[src/rtl/debounce_multi.sv]
// Multi-channel active-low key debouncer: per-channel synchroniser, retriggerable
// make/break FSM with press (term) and release (rel) strobes, plus a priority summary.
module debounce_multi #(
  parameter int CHANNELS     = 4,
  parameter int DURATION     = 1000000,
  parameter int SAMPLE_POINT = 500000,
  parameter int IDX_W        = 2
) (
  input  logic                clk,
  input  logic                rst,
  input  logic [CHANNELS-1:0] a,
  output logic [CHANNELS-1:0] qbar,
  output logic [CHANNELS-1:0] term,
  output logic [CHANNELS-1:0] rel,
  output logic                term_any,
  output logic [IDX_W-1:0]    term_idx
);

  localparam int CW = $clog2(DURATION + 1);
  localparam logic [CW-1:0] DUR_C = CW'(DURATION);
  localparam logic [CW-1:0] SP_C  = CW'(SAMPLE_POINT);
  localparam logic [CW-1:0] ONE_C = {{(CW-1){1'b0}}, 1'b1};

  typedef enum logic [1:0] {
    IDLE  = 2'd0,
    MAKE  = 2'd1,
    HELD  = 2'd2,
    BREAK = 2'd3
  } state_t;

  logic [CHANNELS-1:0] sync1_r, a_s_r, a_d_r;
  logic [CHANNELS-1:0] fall_s, rise_s;
  state_t              state_r    [CHANNELS];
  state_t              state_nx_s [CHANNELS];
  logic [CW-1:0]       count_r    [CHANNELS];
  logic [CW-1:0]       count_nx_s [CHANNELS];
  logic [CHANNELS-1:0] qbar_r, qbar_nx_s;
  logic [CHANNELS-1:0] term_r, term_nx_s;
  logic [CHANNELS-1:0] rel_r, rel_nx_s;
  logic [CHANNELS-1:0] armed_r, armed_nx_s;
  logic [IDX_W-1:0]    term_idx_s;

  // Two-flop synchroniser plus a third stage for edge detection (idles released).
  always_ff @(posedge clk or posedge rst) begin
    if (rst) begin
      sync1_r <= '1;
      a_s_r   <= '1;
      a_d_r   <= '1;
    end else begin
      sync1_r <= a;
      a_s_r   <= sync1_r;
      a_d_r   <= a_s_r;
    end
  end

  assign fall_s = a_d_r & ~a_s_r;
  assign rise_s = ~a_d_r & a_s_r;

  // Per-channel state, counter and registered outputs.
  always_ff @(posedge clk or posedge rst) begin
    if (rst) begin
      for (int i = 0; i < CHANNELS; i++) begin
        state_r[i] <= IDLE;
        count_r[i] <= '0;
      end
      qbar_r  <= '1;
      term_r  <= '0;
      rel_r   <= '0;
      armed_r <= '0;
    end else begin
      for (int i = 0; i < CHANNELS; i++) begin
        state_r[i] <= state_nx_s[i];
        count_r[i] <= count_nx_s[i];
      end
      qbar_r  <= qbar_nx_s;
      term_r  <= term_nx_s;
      rel_r   <= rel_nx_s;
      armed_r <= armed_nx_s;
    end
  end

  // Next-state logic: make window qualifies presses, break window qualifies releases.
  always_comb begin
    qbar_nx_s  = qbar_r;
    term_nx_s  = '0;
    rel_nx_s   = '0;
    armed_nx_s = armed_r;
    for (int i = 0; i < CHANNELS; i++) begin
      state_nx_s[i] = state_r[i];
      count_nx_s[i] = count_r[i];
      case (state_r[i])
        IDLE: begin
          qbar_nx_s[i]  = 1'b1;
          count_nx_s[i] = '0;
          if (fall_s[i]) begin
            state_nx_s[i] = MAKE;
            count_nx_s[i] = ONE_C;
            qbar_nx_s[i]  = 1'b0;
          end else begin
            state_nx_s[i] = IDLE;
          end
        end
        MAKE: begin
          if (fall_s[i]) begin
            count_nx_s[i] = ONE_C;
          end else if (count_r[i] == DUR_C) begin
            count_nx_s[i] = '0;
            if (!a_s_r[i]) begin
              state_nx_s[i] = HELD;
            end else begin
              // Window ended released: a qualified press still owes its release strobe.
              state_nx_s[i] = IDLE;
              qbar_nx_s[i]  = 1'b1;
              rel_nx_s[i]   = armed_r[i];
              armed_nx_s[i] = 1'b0;
            end
          end else begin
            count_nx_s[i] = count_r[i] + ONE_C;
            if (((count_r[i] + ONE_C) == SP_C) && !a_s_r[i]) begin
              term_nx_s[i]  = 1'b1;
              armed_nx_s[i] = 1'b1;
            end else begin
              term_nx_s[i] = 1'b0;
            end
          end
        end
        HELD: begin
          qbar_nx_s[i]  = 1'b0;
          count_nx_s[i] = '0;
          if (rise_s[i]) begin
            state_nx_s[i] = BREAK;
            count_nx_s[i] = ONE_C;
          end else begin
            state_nx_s[i] = HELD;
          end
        end
        BREAK: begin
          qbar_nx_s[i] = 1'b0;
          if (fall_s[i] || rise_s[i]) begin
            count_nx_s[i] = ONE_C;
          end else if (count_r[i] == DUR_C) begin
            count_nx_s[i] = '0;
            if (a_s_r[i]) begin
              state_nx_s[i] = IDLE;
              qbar_nx_s[i]  = 1'b1;
              rel_nx_s[i]   = 1'b1;
              armed_nx_s[i] = 1'b0;
            end else begin
              state_nx_s[i] = HELD;
            end
          end else begin
            count_nx_s[i] = count_r[i] + ONE_C;
          end
        end
        default: begin
          state_nx_s[i] = IDLE;
          count_nx_s[i] = '0;
          qbar_nx_s[i]  = 1'b1;
          armed_nx_s[i] = 1'b0;
        end
      endcase
    end
  end

  // Lowest-index channel wins the summary; scan high to low so low indices override.
  always_comb begin
    term_idx_s = '0;
    for (int i = CHANNELS - 1; i >= 0; i--) begin
      term_idx_s = term_r[i] ? IDX_W'(i) : term_idx_s;
    end
  end

  assign qbar     = qbar_r;
  assign term     = term_r;
  assign rel      = rel_r;
  assign term_any = |term_r;
  assign term_idx = term_idx_s;

endmodule

[config.mk]
export PLATFORM = sky130hd
export DESIGN_NAME = debounce_multi
export DESIGN_NICKNAME = d
export VERILOG_FILES = /design/src/rtl/debounce_multi.sv
export SDC_FILE = /design/constraint.sdc
export NUM_CORES = 1
export LEC_CHECK = 0
export BUFFER_PORTS_ARGS = -buffer_cell sky130_fd_sc_hd__buf_2
export CAP_MARGIN = 20
export CORE_ASPECT_RATIO = 0.9
export CORE_MARGIN = 2
export CORE_UTILIZATION = 30
export DETAILED_ROUTE_END_ITERATION = 16
export GPL_ROUTABILITY_DRIVEN = 0
export SYNTH_ARGS = -nofsm -noshare
export SYNTH_HDL_FRONTEND = slang
export SYNTH_SLANG_ARGS = --single-unit
[constraint.sdc]
create_clock -name clk -period 5.52 [get_ports clk]
set_clock_uncertainty 0.05 [all_clocks]
set_input_delay 0.828 -clock clk [delete_from_list [all_inputs] [get_ports clk]]
set_output_delay 0.828 -clock clk [all_outputs]
set_load 0.01 [all_outputs]
After elaboration in Yosys (flattened, before gate mapping)
Cells that the tools add are included.
{"block": "classes", "div_mod_pow": 0, "n_bitwise": 4, "addsub": 4, "n_mul": 0, "n_shift": 0, "reduce_logical": 33, "magnitude_cmp": 0, "muxes": 148, "n_eq_ne": 44}
{"op": "case mux 20 bit (4 select lines)", "n": 4}
{"op": "two-way mux 20 bit", "n": 12}
{"op": "two-way mux 1 bit", "n": 96}
{"op": "adder 20 x 1 -> 20 bit, second input constant", "n": 4}
{"op": "equality test 20 x 19 -> 1 bit, second input constant", "n": 4}
{"op": "equality test 20 bit, second input constant", "n": 4}
{"op": "two-way mux 2 bit", "n": 20}
{"op": "!= test 2 bit, second input constant", "n": 20}
{"op": "case mux 2 bit (4 select lines)", "n": 4}
{"op": "AND reduction 5 bit", "n": 4}
{"op": "equality test 2 bit, second input constant", "n": 8}
{"op": "case mux 1 bit (2 select lines)", "n": 8}
{"op": "case mux 1 bit (4 select lines)", "n": 4}
{"op": "!= test 3 bit, second input constant", "n": 4}
{"op": "AND reduction 3 bit", "n": 4}
{"op": "bitwise AND 4 bit", "n": 2}
{"op": "equality test 2 x 1 -> 1 bit, second input constant", "n": 4}
{"op": "logical NOT 2 bit", "n": 4}
{"op": "inverter 4 bit", "n": 2}
{"op": "AND reduction 2 bit", "n": 4}
{"op": "nonzero test 2 bit", "n": 4}
{"op": "logical AND 1 bit", "n": 4}
{"op": "logical NOT 1 bit", "n": 4}
{"op": "logical OR 1 bit", "n": 4}
{"op": "OR reduction 4 bit", "n": 1}
{"block": "word_totals", "romBits": 0, "memories": 0, "word_cells": 254, "mem_bits_rw": 0, "regBits": 116, "inputBits": 6, "latchBits": 0}

Longest topological paths before layout
{"block": "logic_depth", "depth_word": 7, "depth_mapped": 9, "depth_no_buf": 9}

Least setup slack after synthesis
OpenSTA, ideal clock, no wires.
{"block": "synth_timing", "path_type": "register -> register", "start": "register count_r[20] in the netlist's numbering", "end": "register armed_r[2]", "stages_incl_launch_ff": 9, "arrival_time_ns": 2.231, "setup_ns": 0.131, "path_slack_ns": 3.108, "synth_period_minus_slack_ns": 2.412, "required_ns": 5.339, "cell_sequence": "dfrtp_1 > ha_1 > nand4_1 > nor4_1 > mux2_2 > a21oi_1 > nor4_1 > and3_4 > or3_1"}
{"block": "synth_via", "elab_chain_cells": 5, "word_cells_on_any_way": 10, "classes_between": "add/sub: 1; eq/ne: 4; mux: 3; reduce/logical: 2"}
{"element": "start, declared", "line": "35", "rtl": "logic [CW-1:0] count_r [CHANNELS];"}
{"element": "start signal, assigned by index", "line": "73", "rtl": "count_r[i] <= count_nx_s[i];"}
{"element": "adder 20 x 1 -> 20 bit", "line": "119", "rtl": "if (((count_r[i] + ONE_C) == SP_C) && !a_s_r[i]) begin"}
{"element": "equality test 20 x 19 -> 1 bit", "line": "119"}
{"element": "logical AND 1 bit", "line": "119"}
{"element": "!= test 3 bit (no line)"}
{"element": "AND reduction 5 bit (no line)"}
{"element": "end signal, assigned", "line": "78", "rtl": "armed_r <= armed_nx_s;"}
{"element": "end, declared", "line": "40", "rtl": "logic [CHANNELS-1:0] armed_r, armed_nx_s;"}
Parallel ways exist; a longest one is shown, timed or not. The select of a mux whose other input is x is not followed.
A chain may end at the register's enable or synchronous reset.

Worst setup path after layout
Same ends and word-level chain as after synthesis.

==> impl_metrics.yaml <==
floorplanning:
  num_rows: 52
  die_w_um: 162
  start_util_pct: 30.3
  boundaryPins: 21
  core_mm2: 0.0223
  fp.dieH_um: 146
  dieArea_mm2: 0.0237
yosys:
  synth.ff_latch_count: 116
  syn_nets: 790
  synth_area_mm2: 0.00675
  yosysWarnings: 0
  async_flop_share_pct: 100
  synth_area_leaders: "dfrtp_1, nor2_1, dfstp_2, xnor2_1, xor2_1"
  yosys.area.top_type: "dfrtp_1"
  synth.distinct_cells: 63
  synth_ff_type: "dfrtp_1"
  synth_top_area_share_pct: 37.1
  syn_area_per_cell_um2: 8.79
  synth_most_common_cell: "nor2_1"
  ys_seq_area_share_pct: 43.3
  synthCells: 768
  synthTopCellsByCount: "nor2_1, dfrtp_1, nand2_1, nand3_1, xnor2_1"
  synth_edf_count: 0
detailed_routing:
  route.met2.wl_mm: 6.19
  drc: 0
  drt-wirelength-per-cell_um: 13.2
  wl_met3_um: 499
  highest_layer: "met4"
  routed_wirelength_mm: 14.2
  via_per_inst: 4.98
  drtIter0Drc: 393
  wl_met1_mm: 7.21
  drtAntennaViolNets: 0
  dr.pass1.iters: 4
  routed-via-count: 5342
power_and_ir_drop:
  p_comb_share_pct: 10.9
  pwr-share-clk_pct: 44.3
  p_sw_share_pct: 26.9
  finalPower_mw: 2.27
  ir_drop_uv: 204
  sequentialPowerShare_pct: 44.8
  p_sw_uw: 611
  leakagePower_nw: 3.13
  cellPowerDensity_mw_per_mm2: 299
  p_int_mw: 1.66
critical_path:
  cp-end-kind: "flip-flop"
  startpoint_type: "flip-flop"
  reg2reg_from: "count_r[20]$_DFF_PP0_"
  path_class: "reg -> reg"
  cp_max_fo: 6
  r2r_slack_ns: 2.81
  crit_start: "count_r[20]$_DFF_PP0_"
  required_ns: 5.75
  arrival_ns: 2.94
global_routing:
  grt-ovfl-total: 0
  grt_pass1_wl_mm: 24.4
  grt_util_all_layers_pct: 12.6
  antenna_found_initial: 0
  grt_max_degree: 78
  grt_pass1_vias: 4947
sta:
  hold_violations: 0
  max_freq_mhz: 370
  setup_violations: 0
  finalCritPeriodShare_pct: 49.0
  fin_crit_ns: 2.71
  slew_headroom_pct: 38.8
  grt_setup_unrepaired: "no"
  setup-tns-final_ns: 0
  tightestPinTransition_ns: 0.917
  drv_slew: 0
clock_tree:
  clk_latency_ns: 0.41
  clk_pin_slew_ns: 0.05
  cts.path.max_buffers: 2
  cts_resized: 0
  htree_levels: 4
  root_buffer: "clkbuf_16"
  numCtsBuffers: 17
  ctsHoldBuffers: 0
  clock_sinks: 116
  cts_tree: "yes"
  post_cts_buffers: 0
cells_and_area:
  diodes: 0
  area_delta_synth_final_pct: 12.4
  drive_gt1_share_pct: 10.6
  final_nets: 784
min_path:
  min_path_type: "reg -> reg"
  worstHoldStart: "sync1_r[2]$_DFF_PP1_"
outcome:
  outcome: "complete, no violations"
flow_run:
  cap_violations: 0
placement:
  port_buffers: 20
  dpl.hpwl_mm: 9.91
==> power by group through the flow <==
stage               Combinational (mW)  Sequential (mW)  Clock (mW)
floorplan                        0.245            0.980           0
global placement                 0.248             1.03           0
detailed placement               0.248             1.03           0
CTS                              0.251             1.02        1.04
global route                     0.289             1.03        1.09
finish                           0.247             1.02        1.01
==> layout by cell type (no fill, tap or decap), types with 5 or more instances in the layout <==
cell and instances:
nand3_1 45, o21ai_0 21, and3_1 9, o21ai_1 5, a31oi_1 5, nand2_1 53, a22o_1 5, mux2_2 5
nor2b_1 5, nand2b_1 9, nor3_1 16, dfrtp_1 100, clkinv_2 8, and2_1 7, nor3b_1 8, nor2_1 113
buf_2 20, inv_1 40, nand4b_1 6, xor2_1 30, dfstp_2 16, xnor2_1 42, nand4_1 31, and4_1 15
clkbuf_16 17, nor4_1 32, or3_1 6, a21oi_1 20, ha_1 16
==> flip-flops by register name, summed over array words and instances, names as in the netlist, named ones only <==
name	flops
count_r	80
a_d_r	4
a_s_r	4
armed_r	4
qbar	4
rel	4
state_r	4
sync1_r	4
term	4
==> metrics by stage <==
stage / setup WS [ns] / instances / util [%] / area, um2 / hold slack (ns)
final: 2.81 / 1072 / 34.0 / 7590 / 0.304
after global routing: 2.57 / 1072 / 34.0 / 7590 / 0.308
after CTS: 2.81 / 1072 / 34.0 / 7590 / 0.306
after detailed placement: 2.82 / 1040 / 31.6 / 7050 / 0.298
after global placement: 2.91 / 1040 / 31.6 / 7050 / 0.297
after floorplan: 1.60 / 768 / - / 6750 / 0.295
==> layer usage <==
metal / GRT usage (%) / vias up
met1: 17.9 / 2558
met5: 0 / -
li1: - / 2677
met4: 4.51 / 0
met2: 18.2 / 92
met3: 3.49 / 15
==> layout make-up <==
type / instances / area (um2)
clock buffers: 21 / 460
well taps: 297 / 372
multi-input cells: 562 / 3470
flip-flops and latches: 116 / 2920
repair buffers: 22 / 115
fillers: 2285 / 14700
inverters: 43 / 164
clock inverters: 11 / 85.1
==> path summary, 6_finish.rpt <==
kind	endpoint	cells past startpoint
hold / removal	a_s_r[2]$_DFF_PP1_	0
setup / recovery	armed_r[2]$_DFFE_PP0P_	8
hold reg to reg	a_s_r[2]$_DFF_PP1_	0
max in group asynchronous	qbar[1]$_DFFE_PP1P_	3
min in group asynchronous	async pin	2
setup reg to reg	armed_r[2]$_DFFE_PP0P_	8
==> cell families after synthesis <==
group	share of synthesized area, %
buffers and inverters	5.32
muxes	1.44
and+or+nand+nor	29.5
DFF	43.3
adders and majority gates	2.96
AOI/OAI and AO/OA	8.21
xor gates and xnor gates	9.34
==> critical path, stage by stage, from the launching register on <==
cell	delay [ns]
dfrtp_1	0.40
ha_1	0.30
nand4_1	0.19
nor4_1	0.49
mux2_2	0.40
a21oi_1	0.12
nor4_1	0.08
and3_4	0.19
or3_1	0.36
(Power assumes the default switching activity.)
